## config.mk

```make
export PLATFORM = sky130hd
export DESIGN_NAME = uart_sample_loader_flat
export DESIGN_NICKNAME = d
export VERILOG_FILES = /design/src/rtl/audio_pkg.sv /design/src/rtl/uart_sample_loader_if.sv /design/src/rtl/uart_sample_loader_uart_rx.sv /design/src/rtl/uart_sample_loader.sv /design/src/flat_wrapper.sv
export SDC_FILE = /design/constraint.sdc
export NUM_CORES = 1
export LEC_CHECK = 0
export BUFFER_PORTS_ARGS = -buffer_cell sky130_fd_sc_hd__buf_4
export CAP_MARGIN = 15
export CORE_ASPECT_RATIO = 0.9
export CORE_MARGIN = 2
export CORE_UTILIZATION = 40
export DETAILED_ROUTE_END_ITERATION = 12
export PLACE_DENSITY = 0.62
export SETUP_SLACK_MARGIN = 0.3
export SLEW_MARGIN = 20
export SYNTH_ARGS = -nofsm -noshare
export SYNTH_HDL_FRONTEND = slang
export SYNTH_SLANG_ARGS = --single-unit
```

## constraint.sdc

```tcl
create_clock -name CLK -period 6.9 [get_ports CLK]
set_input_delay 0.345 -clock CLK [delete_from_list [all_inputs] [get_ports CLK]]
set_output_delay 0.345 -clock CLK [all_outputs]
set_load 0.02 [all_outputs]
```

## src/rtl/audio_pkg.sv

```systemverilog
// rtl/audio_pkg.sv - shared constants and state encodings for the audio sample path
// Holds the load frame header, the loader and UART receiver state encodings,
// and the sample memory geometry defaults shared with the PWM player.
package audio_pkg;

    localparam logic [7:0] HEADER       = 8'hA5;
    localparam int         MEM_SIZE_DEF = 3901;
    localparam int         ADDR_W_DEF   = 20;

    typedef enum logic [2:0] {
        IDLE,
        LEN_LO,
        LEN_HI,
        DATA,
        CSUM
    } load_state_t;

    typedef enum logic [1:0] {
        RX_IDLE,
        RX_START,
        RX_DATA,
        RX_STOP
    } rx_state_t;

endpackage

```

## src/rtl/uart_sample_loader_if.sv

```systemverilog
// rtl/uart_sample_loader_if.sv - sample memory write port and load status bundle
// Signals: mem_we/mem_addr/mem_data (memory write strobe, address, byte),
// busy (load in progress), load_done/load_error (one-cycle result pulses),
// sample_count (length of the last good load).
// master: driven by the loader; slave: seen by the memory and player.
interface uart_sample_loader_if #(
    parameter int ADDR_W = 20
);
    logic              mem_we;
    logic [ADDR_W-1:0] mem_addr;
    logic [7:0]        mem_data;
    logic              busy;
    logic              load_done;
    logic              load_error;
    logic [ADDR_W-1:0] sample_count;

    modport master (
        output mem_we, mem_addr, mem_data, busy, load_done, load_error, sample_count
    );

    modport slave (
        input mem_we, mem_addr, mem_data, busy, load_done, load_error, sample_count
    );
endinterface

```

## src/rtl/uart_sample_loader_uart_rx.sv

```systemverilog
// rtl/uart_sample_loader_uart_rx.sv - 8N1 UART receiver with 16x oversampling
// Ports: clk, rst (sync active-high), rx_line (async serial in, idle high),
// rx_data (received byte), rx_valid (one-cycle byte-ready, cycle after stop sample),
// rx_frame_err (one-cycle pulse when the stop bit samples low).
module uart_rx
    import audio_pkg::*;
#(
    parameter int CLK_HZ = 12288000,
    parameter int BAUD   = 38400
) (
    input  logic       clk,
    input  logic       rst,
    input  logic       rx_line,
    output logic [7:0] rx_data,
    output logic       rx_valid,
    output logic       rx_frame_err
);
    localparam int DIV   = CLK_HZ / (BAUD * 16);
    localparam int DIV_W = (DIV > 1) ? $clog2(DIV) : 1;

    logic             rx_s1, rx_s2;
    logic [DIV_W-1:0] div_cnt;
    logic             tick;
    rx_state_t        state, state_n;
    logic [3:0]       tick_cnt, tick_n;
    logic [2:0]       bit_cnt, bit_n;
    logic [7:0]       shreg, sh_n;
    logic             valid_n, ferr_n;

    assign tick    = (div_cnt == DIV_W'(DIV - 1));
    assign rx_data = shreg;

    always_ff @(posedge clk) begin
        if (rst) begin
            rx_s1        <= 1'b1;
            rx_s2        <= 1'b1;
            div_cnt      <= '0;
            state        <= RX_IDLE;
            tick_cnt     <= '0;
            bit_cnt      <= '0;
            shreg        <= '0;
            rx_valid     <= 1'b0;
            rx_frame_err <= 1'b0;
        end else begin
            rx_s1        <= rx_line;
            rx_s2        <= rx_s1;
            // Baud phase restarts at the start edge so tick 8 lands mid start bit.
            div_cnt      <= (state == RX_IDLE || tick) ? '0 : div_cnt + 1'b1;
            state        <= state_n;
            tick_cnt     <= tick_n;
            bit_cnt      <= bit_n;
            shreg        <= sh_n;
            rx_valid     <= valid_n;
            rx_frame_err <= ferr_n;
        end
    end

    always_comb begin
        state_n = state;
        tick_n  = tick_cnt;
        bit_n   = bit_cnt;
        sh_n    = shreg;
        valid_n = 1'b0;
        ferr_n  = 1'b0;
        case (state)
            RX_IDLE: begin
                if (!rx_s2) begin
                    state_n = RX_START;
                    tick_n  = '0;
                end
            end
            RX_START: begin
                if (tick) begin
                    if (tick_cnt == 4'd7) begin
                        // Line back high at mid start bit: a glitch, not a byte.
                        state_n = rx_s2 ? RX_IDLE : RX_DATA;
                        tick_n  = '0;
                        bit_n   = '0;
                    end else begin
                        tick_n = tick_cnt + 1'b1;
                    end
                end
            end
            RX_DATA: begin
                if (tick) begin
                    tick_n = tick_cnt + 1'b1;
                    if (tick_cnt == 4'd15) begin
                        sh_n  = {rx_s2, shreg[7:1]};
                        bit_n = bit_cnt + 1'b1;
                        if (bit_cnt == 3'd7) state_n = RX_STOP;
                    end
                end
            end
            RX_STOP: begin
                if (tick) begin
                    tick_n = tick_cnt + 1'b1;
                    if (tick_cnt == 4'd15) begin
                        valid_n = rx_s2;
                        ferr_n  = !rx_s2;
                        state_n = RX_IDLE;
                    end
                end
            end
            default: state_n = RX_IDLE;
        endcase
    end
endmodule

```

## src/rtl/uart_sample_loader.sv

```systemverilog
// rtl/uart_sample_loader.sv - loads framed PCM samples from UART into sample memory
// Ports: CLK, RESET (sync active-high), uart_rx (async serial in),
// bus (master side: memory write port, busy, load_done/load_error pulses, sample_count).
// Frame: A5, len lo, len hi, len data bytes, checksum (sum of data mod 256).
module uart_sample_loader
    import audio_pkg::*;
#(
    parameter int CLK_HZ      = 12288000,
    parameter int BAUD        = 38400,
    parameter int MEM_SIZE    = MEM_SIZE_DEF,
    parameter int ADDR_W      = ADDR_W_DEF,
    parameter int TIMEOUT_CYC = 122880
) (
    input  logic                 CLK,
    input  logic                 RESET,
    input  logic                 uart_rx,
    uart_sample_loader_if.master bus
);
    localparam logic [31:0] MEM_LIMIT   = MEM_SIZE;
    localparam logic [31:0] TIMEOUT_LIM = TIMEOUT_CYC;

    logic [7:0]        rx_data;
    logic              rx_valid, rx_frame_err;

    load_state_t       state, state_n;
    logic [15:0]       len, len_n, new_len;
    logic [ADDR_W-1:0] cnt, cnt_n, cnt_p1;
    logic [7:0]        csum, csum_n;
    logic              we_r, we_n, done_r, done_n, err_r, err_n;
    logic [ADDR_W-1:0] addr_r, addr_n, count_r, count_n;
    logic [7:0]        data_r, data_n;
    logic [31:0]       timer;
    logic              timeout;

    uart_rx #(.CLK_HZ(CLK_HZ), .BAUD(BAUD)) u_rx (
        .clk          (CLK),
        .rst          (RESET),
        .rx_line      (uart_rx),
        .rx_data      (rx_data),
        .rx_valid     (rx_valid),
        .rx_frame_err (rx_frame_err)
    );

    assign new_len = {rx_data, len[7:0]};
    assign cnt_p1  = cnt + 1'b1;
    assign timeout = (state != IDLE) && (timer == TIMEOUT_LIM);

    assign bus.mem_we       = we_r;
    assign bus.mem_addr     = addr_r;
    assign bus.mem_data     = data_r;
    assign bus.busy         = (state != IDLE);
    assign bus.load_done    = done_r;
    assign bus.load_error   = err_r;
    assign bus.sample_count = count_r;

    always_ff @(posedge CLK) begin
        if (RESET) begin
            state   <= IDLE;
            len     <= '0;
            cnt     <= '0;
            csum    <= '0;
            we_r    <= 1'b0;
            addr_r  <= '0;
            data_r  <= '0;
            done_r  <= 1'b0;
            err_r   <= 1'b0;
            count_r <= '0;
            timer   <= '0;
        end else begin
            state   <= state_n;
            len     <= len_n;
            cnt     <= cnt_n;
            csum    <= csum_n;
            we_r    <= we_n;
            addr_r  <= addr_n;
            data_r  <= data_n;
            done_r  <= done_n;
            err_r   <= err_n;
            count_r <= count_n;
            // Timer holds cycles elapsed since the last byte-ready (1 in the cycle
            // after it), so the error lands TIMEOUT_CYC+1 cycles after byte-ready.
            if (rx_valid)                 timer <= 32'd1;
            else if (state == IDLE)       timer <= '0;
            else if (timer != TIMEOUT_LIM) timer <= timer + 1'b1;
        end
    end

    always_comb begin
        state_n = state;
        len_n   = len;
        cnt_n   = cnt;
        csum_n  = csum;
        we_n    = 1'b0;
        addr_n  = addr_r;
        data_n  = data_r;
        done_n  = 1'b0;
        err_n   = 1'b0;
        count_n = count_r;
        if (rx_valid) begin
            case (state)
                IDLE: if (rx_data == HEADER) state_n = LEN_LO;
                LEN_LO: begin
                    len_n[7:0] = rx_data;
                    state_n    = LEN_HI;
                end
                LEN_HI: begin
                    if (new_len == 16'd0 || {16'd0, new_len} > MEM_LIMIT) begin
                        err_n   = 1'b1;
                        state_n = IDLE;
                    end else begin
                        len_n   = new_len;
                        cnt_n   = '0;
                        csum_n  = '0;
                        state_n = DATA;
                    end
                end
                DATA: begin
                    we_n   = 1'b1;
                    addr_n = cnt;
                    data_n = rx_data;
                    cnt_n  = cnt_p1;
                    csum_n = csum + rx_data;
                    if (cnt_p1 == ADDR_W'(len)) state_n = CSUM;
                end
                CSUM: begin
                    if (rx_data == csum) begin
                        done_n  = 1'b1;
                        count_n = ADDR_W'(len);
                    end else begin
                        err_n = 1'b1;
                    end
                    state_n = IDLE;
                end
                default: state_n = IDLE;
            endcase
        end else if (state != IDLE && (rx_frame_err || timeout)) begin
            err_n   = 1'b1;
            state_n = IDLE;
        end
    end
endmodule

```

## src/flat_wrapper.sv

```systemverilog
// flat-port wrapper written by rule: the top's interface ports become plain ports
module uart_sample_loader_flat import audio_pkg::*;
#(
    parameter int CLK_HZ      = 12288000,
    parameter int BAUD        = 38400,
    parameter int MEM_SIZE    = MEM_SIZE_DEF,
    parameter int ADDR_W      = ADDR_W_DEF,
    parameter int TIMEOUT_CYC = 122880
)
  (CLK, RESET, uart_rx, bus_mem_we, bus_mem_addr, bus_mem_data, bus_busy, bus_load_done, bus_load_error, bus_sample_count);
  uart_sample_loader_if #(.ADDR_W(ADDR_W)) bus_i ();
  input  logic CLK;
  input  logic RESET;
  input  logic uart_rx;
  output wire logic [$bits(bus_i.mem_we)-1:0] bus_mem_we;
  output wire logic [$bits(bus_i.mem_addr)-1:0] bus_mem_addr;
  output wire logic [$bits(bus_i.mem_data)-1:0] bus_mem_data;
  output wire logic [$bits(bus_i.busy)-1:0] bus_busy;
  output wire logic [$bits(bus_i.load_done)-1:0] bus_load_done;
  output wire logic [$bits(bus_i.load_error)-1:0] bus_load_error;
  output wire logic [$bits(bus_i.sample_count)-1:0] bus_sample_count;
  assign bus_mem_we = bus_i.mem_we;
  assign bus_mem_addr = bus_i.mem_addr;
  assign bus_mem_data = bus_i.mem_data;
  assign bus_busy = bus_i.busy;
  assign bus_load_done = bus_i.load_done;
  assign bus_load_error = bus_i.load_error;
  assign bus_sample_count = bus_i.sample_count;
  uart_sample_loader #(.CLK_HZ(CLK_HZ), .BAUD(BAUD), .MEM_SIZE(MEM_SIZE), .ADDR_W(ADDR_W), .TIMEOUT_CYC(TIMEOUT_CYC)) u_core (.CLK(CLK), .RESET(RESET), .uart_rx(uart_rx), .bus(bus_i));
endmodule
```

==> flow_summary.toml, run 1 <==
[layout]
instances_no_fill = 1125
finalCoreUtilization_pct = 45.89
drive_gt1_share_pct = 13.75
diodes = 0
fin_area_um2 = 8366
fin_nets = 887
syn2layout_area_growth_pct = 13.71

[clock_tree]
cts_max_path_buffers = 2
cts_tree = "yes"
ctsHoldBuffers = 0
clk_pin_slew_ps = 60
cts_resized = 0
numCtsBuffers = 17
numClockSinks = 152
clock_latency_ps = 420
htree_levels = 4
postCtsSetupRepairBufs = 0
clock-root-buffer = "clkbuf_16"

[synthesis]
ys_ff_latch = 152
netlist_area_um2 = 7357
synth_cell_types = 75
ys_warn_count = 0
avgSynthCellArea_um2 = 8.676
yosysSeqAreaShare_pct = 41.36
ys.flop_type = "dfxtp_1"
syn_inst = 848
ys_async_sr_fraction_pct = 0
synth_edf_count = 0

[place]
gp_congestion = 0.8575
io_buffers = 50
preCtsSetupSlack_ps = 4065
dp.final_hpwl_um = 11410
place_area_um2 = 7732
placedCellCount = 1094

[worst_setup_path]
reg2reg_to = "u_core.cnt[10]"
crit_path_max_fanout = 40
r2r_cells = 9
r2r-start = "u_core.state[2]"
start_kind = "register"
worst_ep_required_time_ps = 7230
worstSetupEndpoint = "u_core.cnt[10]"
worstPathArrival_ps = 3200
cp-startpoint = "u_core.state[2]"
crit_type = "reg2reg"
critPathCaptureType = "register"
rrSetupSlack_ps = 4030

[power]
p_per_area_nw_per_um2 = 223.9
p_int_mw = 1.484
power_leakage_nw = 3.150
clkPwrFrac_pct = 51.9
power_switching_uw = 389.2
seqPwrFrac_pct = 47.0
power_mw = 1.873
comb_power_share_pct = 1.0
netSwitchingFraction_pct = 20.78
ir_drop_mv = 0.1636

[detailed_routing]
detail-route-antenna-nets = 0
drc_errors = 0
wl_um = 16920
via_per_inst = 5.257
wl_per_cell_um = 15.04
vias = 5914
drt_pass1_iterations = 5
drt_iter0_drc = 425

[global_routing]
grt_pass1_vias = 5285
antenna_found_initial = 0
grt_usage_pct = 17.49
grt_max_degree = 64
grt_pass1_wl_um = 27750
grt_overflow = 0

[sta]
fin_skew_ps = 10.25
min_period_ps = 2867
report.final.hold_viol_count = 0
max-slew-margin-rel_pct = 37.87
tns_ps = 0
worst_slack_ps = 4033
hold_slack_ps = 107.5
setup_viol = 0
timing.final.crit_share_pct = 41.55
rsz0062_at_grt = "false"
drv_slew = 0
worst-slew-pin-transition_ps = 928.5
fmax_ghz = 0.3488

[min_path]
hold_class = "in2reg"
hold_start = "uart_rx"

[die]
start_util_pct = 40.36
die_area_um2 = 19500
ios = 55
die_w_um = 147.0
core_um2 = 18230
fp.dieH_um = 132.7
rows = 47

[outcome]
outcome = "completed"

[flow_run]
drv_cap = 0
synth_stat cells (3+ instances only):
cell type  number  area (um^2)
nor3_1         12        60.06
buf_6           3        33.78
mux2i_1        41        410.4
nand4_1        15        93.84
or2_2           6        37.54
inv_1          14        52.55
nor3_2          4        40.04
a211oi_1        3        22.52
nand4b_1        4        35.03
dfxtp_1       152         3043
o21bai_1        4        30.03
a21oi_1        58        290.3
o31ai_1         6        45.04
o21ai_0        34        170.2
buf_4           9        67.56
nand2_1        99        371.6
a22oi_1         6        45.04
xor2_1         25        219.0
nor4_2          3        37.54
nand3_1        28        140.1
a31oi_1         4        25.02
buf_2           4        20.02
or3_1          11        68.82
clkbuf_8        9        123.9
and2_1          7        43.79
nor4b_1         3        26.28
and3_1          9        56.30
nor2b_1         5        31.28
nor3b_1         4        30.03
nand2b_1        4        25.02
nor2_1        115        431.7
clkbuf_1       31        116.4
xnor2_1        31        271.5
nor4_1         17        106.4
nand3_2         3        30.03
ha_1           14        175.2
a311oi_1        4        35.03
and4_1          4        35.03
metal layers:
metal	global-route usage, %	wire (um)	vias to the layer above	share of wire [%]
met1	26.80	8966	2794	53
li1	-	-	2984	-
met5	0	0	-	0
met3	3.793	769	11	4.5
met2	24.39	7022	125	41
met4	5.128	164	0	0.97
how the worst min path moves through the flow:
stage | to | slack [ps] | cells after the start
floorplan | u_core.u_rx.rx_s2 | 390 | 1
detailed placement | u_core.u_rx.rx_s2 | 400 | 1
finish | u_core.u_rx.rx_s1 | 110 | 2
global route | u_core.u_rx.rx_s1 | 100 | 2
CTS | u_core.u_rx.rx_s1 | 90 | 2
global placement | u_core.u_rx.rx_s2 | 390 | 1
kinds of logic after synthesis:
logic type | Yosys count | share of synthesized area [%]
compound gates | 140 | 12.26
xor+xnor | 56 | 6.667
fa+ha+maj | 15 | 2.653
buf+inv | 72 | 5.731
flops | 152 | 41.36
mux | 42 | 5.731
other cells | 1 | 0.05097
simple gates | 370 | 25.54
critical path, stage by stage (launching register included):
cell	delay, ps
dfxtp_1	360
nand2b_1	210
nor2_1	270
and2_1	170
buf_4	370
nand2b_1	440
inv_1	530
and2_2	230
o21ai_0	80
o31ai_1	100
power by group through the flow:
| stage | Clock (mW) | Combinational (mW) | Sequential, mW |
|---|---|---|---|
| final | 0.973 | 0.0194 | 0.881 |
| after floorplan | 0 | 0.0179 | 0.899 |
| after global placement | 0 | 0.0197 | 0.900 |
| after CTS | 0.993 | 0.0198 | 0.881 |
| after detailed placement | 0 | 0.0196 | 0.900 |
| after global routing | 1.03 | 0.0214 | 0.880 |
placed cells by master (no fill, tap or decap), types with 5 or more instances in the layout:
| master | instances |
|---|---|
| dfxtp_1 | 152 |
| nor2_1 | 115 |
| nand2_1 | 99 |
| a21oi_1 | 58 |
| buf_4 | 56 |
| mux2i_1 | 41 |
| o21ai_0 | 34 |
| xnor2_1 | 31 |
| nand3_1 | 28 |
| xor2_1 | 25 |
| nor4_1 | 17 |
| clkbuf_16 | 17 |
| nand4_1 | 15 |
| inv_1 | 14 |
| ha_1 | 14 |
| nor3_1 | 12 |
| or3_1 | 11 |
| and3_1 | 9 |
| and2_1 | 8 |
| o31ai_1 | 6 |
| or2_2 | 6 |
| a22oi_1 | 6 |
| nor2b_1 | 5 |
area by class of cell:
cell class	instances	area, um^2
Multi-Input combinational cell	627	3910
Sequential cell	152	3043
Clock buffer	18	429.2
Fill cell	1849	9864
Inverter	14	52.55
Clock inverter	12	176.4
Tap cell	245	306.5
Timing Repair Buffer	57	447.9
sequential cells by signal, summed over array words and instances (netlist names), named ones only:
register	count
u_core.bus.load_done	1
u_core.bus.load_error	1
u_core.bus.mem_addr	20
u_core.bus.mem_data	8
u_core.bus.mem_we	1
u_core.bus.sample_count	16
u_core.cnt	20
u_core.csum	8
u_core.len	16
u_core.state	3
u_core.timer	32
u_core.u_rx.bit_cnt	3
u_core.u_rx.div_cnt	5
u_core.u_rx.rx_data	8
u_core.u_rx.rx_frame_err	1
u_core.u_rx.rx_s1	1
u_core.u_rx.rx_s2	1
u_core.u_rx.rx_valid	1
u_core.u_rx.state	1
u_core.u_rx.tick_cnt	4
No activity file was read; power rests on OpenSTA's default activity.
==> run 2, diff against run 1 <==
--- a/config.mk
+++ b/config.mk
@@ -11,7 +11,7 @@
 export CORE_MARGIN = 2
 export CORE_UTILIZATION = 40
 export DETAILED_ROUTE_END_ITERATION = 12
-export PLACE_DENSITY = 0.62
+export PLACE_DENSITY = 0.64
 export SETUP_SLACK_MARGIN = 0.3
 export SLEW_MARGIN = 20
 export SYNTH_ARGS = -nofsm -noshare
==> constraint.sdc (replaced) <==
create_clock -name CLK -period 2.5 [get_ports CLK]
set_input_delay 0.125 -clock CLK [delete_from_list [all_inputs] [get_ports CLK]]
set_output_delay 0.125 -clock CLK [all_outputs]
set_load 0.02 [all_outputs]
==> flow_summary.toml, run 2 (same netlist as run 1, synthesis figures left out) <==
[flow_run]
drv_cap = 0

[clock_tree]
htree_levels = 4
cts_tree = "yes"
clock_latency_ps = 430
clk_pin_slew_ps = 60
cts_max_path_buffers = 2
numCtsBuffers = 17
numClockSinks = 152
clock-root-buffer = "clkbuf_16"

[worst_setup_path]
worstPathArrival_ps = 2520
worstSetupEndpoint = "u_core.csum[7]"
r2r-start = "u_core.csum[2]"
crit_type = "reg2reg"
worst_ep_required_time_ps = 2840
critPathCaptureType = "register"
cp-startpoint = "u_core.csum[2]"
crit_path_max_fanout = 4
start_kind = "register"
rrSetupSlack_ps = 330
reg2reg_to = "u_core.csum[7]"
r2r_cells = 7

[die]
die_w_um = 147.0
start_util_pct = 40.36
core_um2 = 18230
die_area_um2 = 19500
rows = 47
ios = 55
fp.dieH_um = 132.7

[detailed_routing]
drt_pass1_iterations = 5
wl_um = 16990
drt_iter0_drc = 415
wl_per_cell_um = 14.64
via_per_inst = 5.187
drc_errors = 0
detail-route-antenna-nets = 0
vias = 6022

[sta]
fin_skew_ps = 7.837
hold_slack_ps = 216.9
rsz0062_at_grt = "true"
fmax_ghz = 0.4606
tns_ps = 0
drv_slew = 0
worst-slew-pin-transition_ps = 722.7
setup_viol = 0
report.final.hold_viol_count = 0
min_period_ps = 2171
max-slew-margin-rel_pct = 51.82
timing.final.crit_share_pct = 86.84

[power]
power_mw = 5.058
power_leakage_nw = 3.373
ir_drop_mv = 0.4140
p_per_area_nw_per_um2 = 574.2

[place]
io_buffers = 50
dp.final_hpwl_um = 11450
gp_congestion = 0.8968
place_area_um2 = 7910

[layout]
finalCoreUtilization_pct = 48.33
fillerInstances = 1796
multi_input_area_um2 = 4066
fin_area_um2 = 8810
regMostFlops = "u_core.timer"
syn2layout_area_growth_pct = 19.74
seq_area_um2 = 3070
fin_nets = 922
largest_reg_flops = 32
final_cell_mix = "dfxtp_1 (140), nor2_1 (115), nand2_1 (98)"
final_common_cell = "dfxtp_1"
diodes = 0
drive_gt1_share_pct = 20.31

[global_routing]
grt_max_degree = 72
grt_usage_pct = 17.40
grt_overflow = 0
grt_pass1_wl_um = 27530
antenna_found_initial = 0
grt_pass1_vias = 5411

[outcome]
outcome = "completed"

[min_path]
hold_class = "in2reg"
[run 2: final cells by class]
cell class	instances	share of cell area (%)
clock inverters	11	1.704
flip-flops and latches	152	34.85
multi-input cells	627	46.16
clock buffers	20	4.957
repair buffers	92	8.209
inverters	14	0.6391
well taps	245	3.480
[run 2: what timing repair did]
item | 4_1_cts | 5_1_grt
buffers inserted | 0 | 12
gates cloned | 0 | 1
endpoints found under the hold margin | 1 | 0
gates resized for setup | 9 | 35
setup endpoints to repair | 20 | 44
pin swaps | 1 | 12
hold buffers | 1 | 0
[run 2: worst min-delay path by stage]
stage,from,to,slack (ps),depth (start not counted)
final,RESET,u_core.len[8],220,3
after global routing,RESET,u_core.timer[0],220,3
after CTS,RESET,u_core.cnt[19],150,3
after detailed placement,uart_rx,u_core.u_rx.rx_s1,310,2
after global placement,uart_rx,u_core.u_rx.rx_s1,310,2
after floorplan,uart_rx,u_core.u_rx.rx_s1,230,1
[run 2: critical path: stages, from the launching register on]
cell,delay [ps]
dfxtp_1,310
ha_1,400
a21oi_2,190
o21bai_1,130
a2111oi_2,410
nor3b_1,100
or4b_1,470
o211ai_1,80
[run 2: through the flow]
step / setup slack, ps / std cells
after CTS: 295.9 / 1148
after global placement: 234.9 / 1116
after floorplan: 297.3 / 851
after global routing: 232.1 / 1161
final: 329.1 / 1161
after detailed placement: 207.3 / 1116
[run 2: per-layer routing]
layer / vias up / routed length (um) / GRT usage (%)
met4: 0 / 183 / 5.235
li1: 3059 / - / -
met5: - / 0 / 0
met2: 127 / 7297 / 25.40
met1: 2822 / 8737 / 25.82
met3: 14 / 775 / 3.586
[run 2: power breakdown]
group | internal (mW) | switching [mW]
combinational | 0.0133 | 0.0427
sequential | 2.42 | 0.00568
clock | 1.57 | 1.01
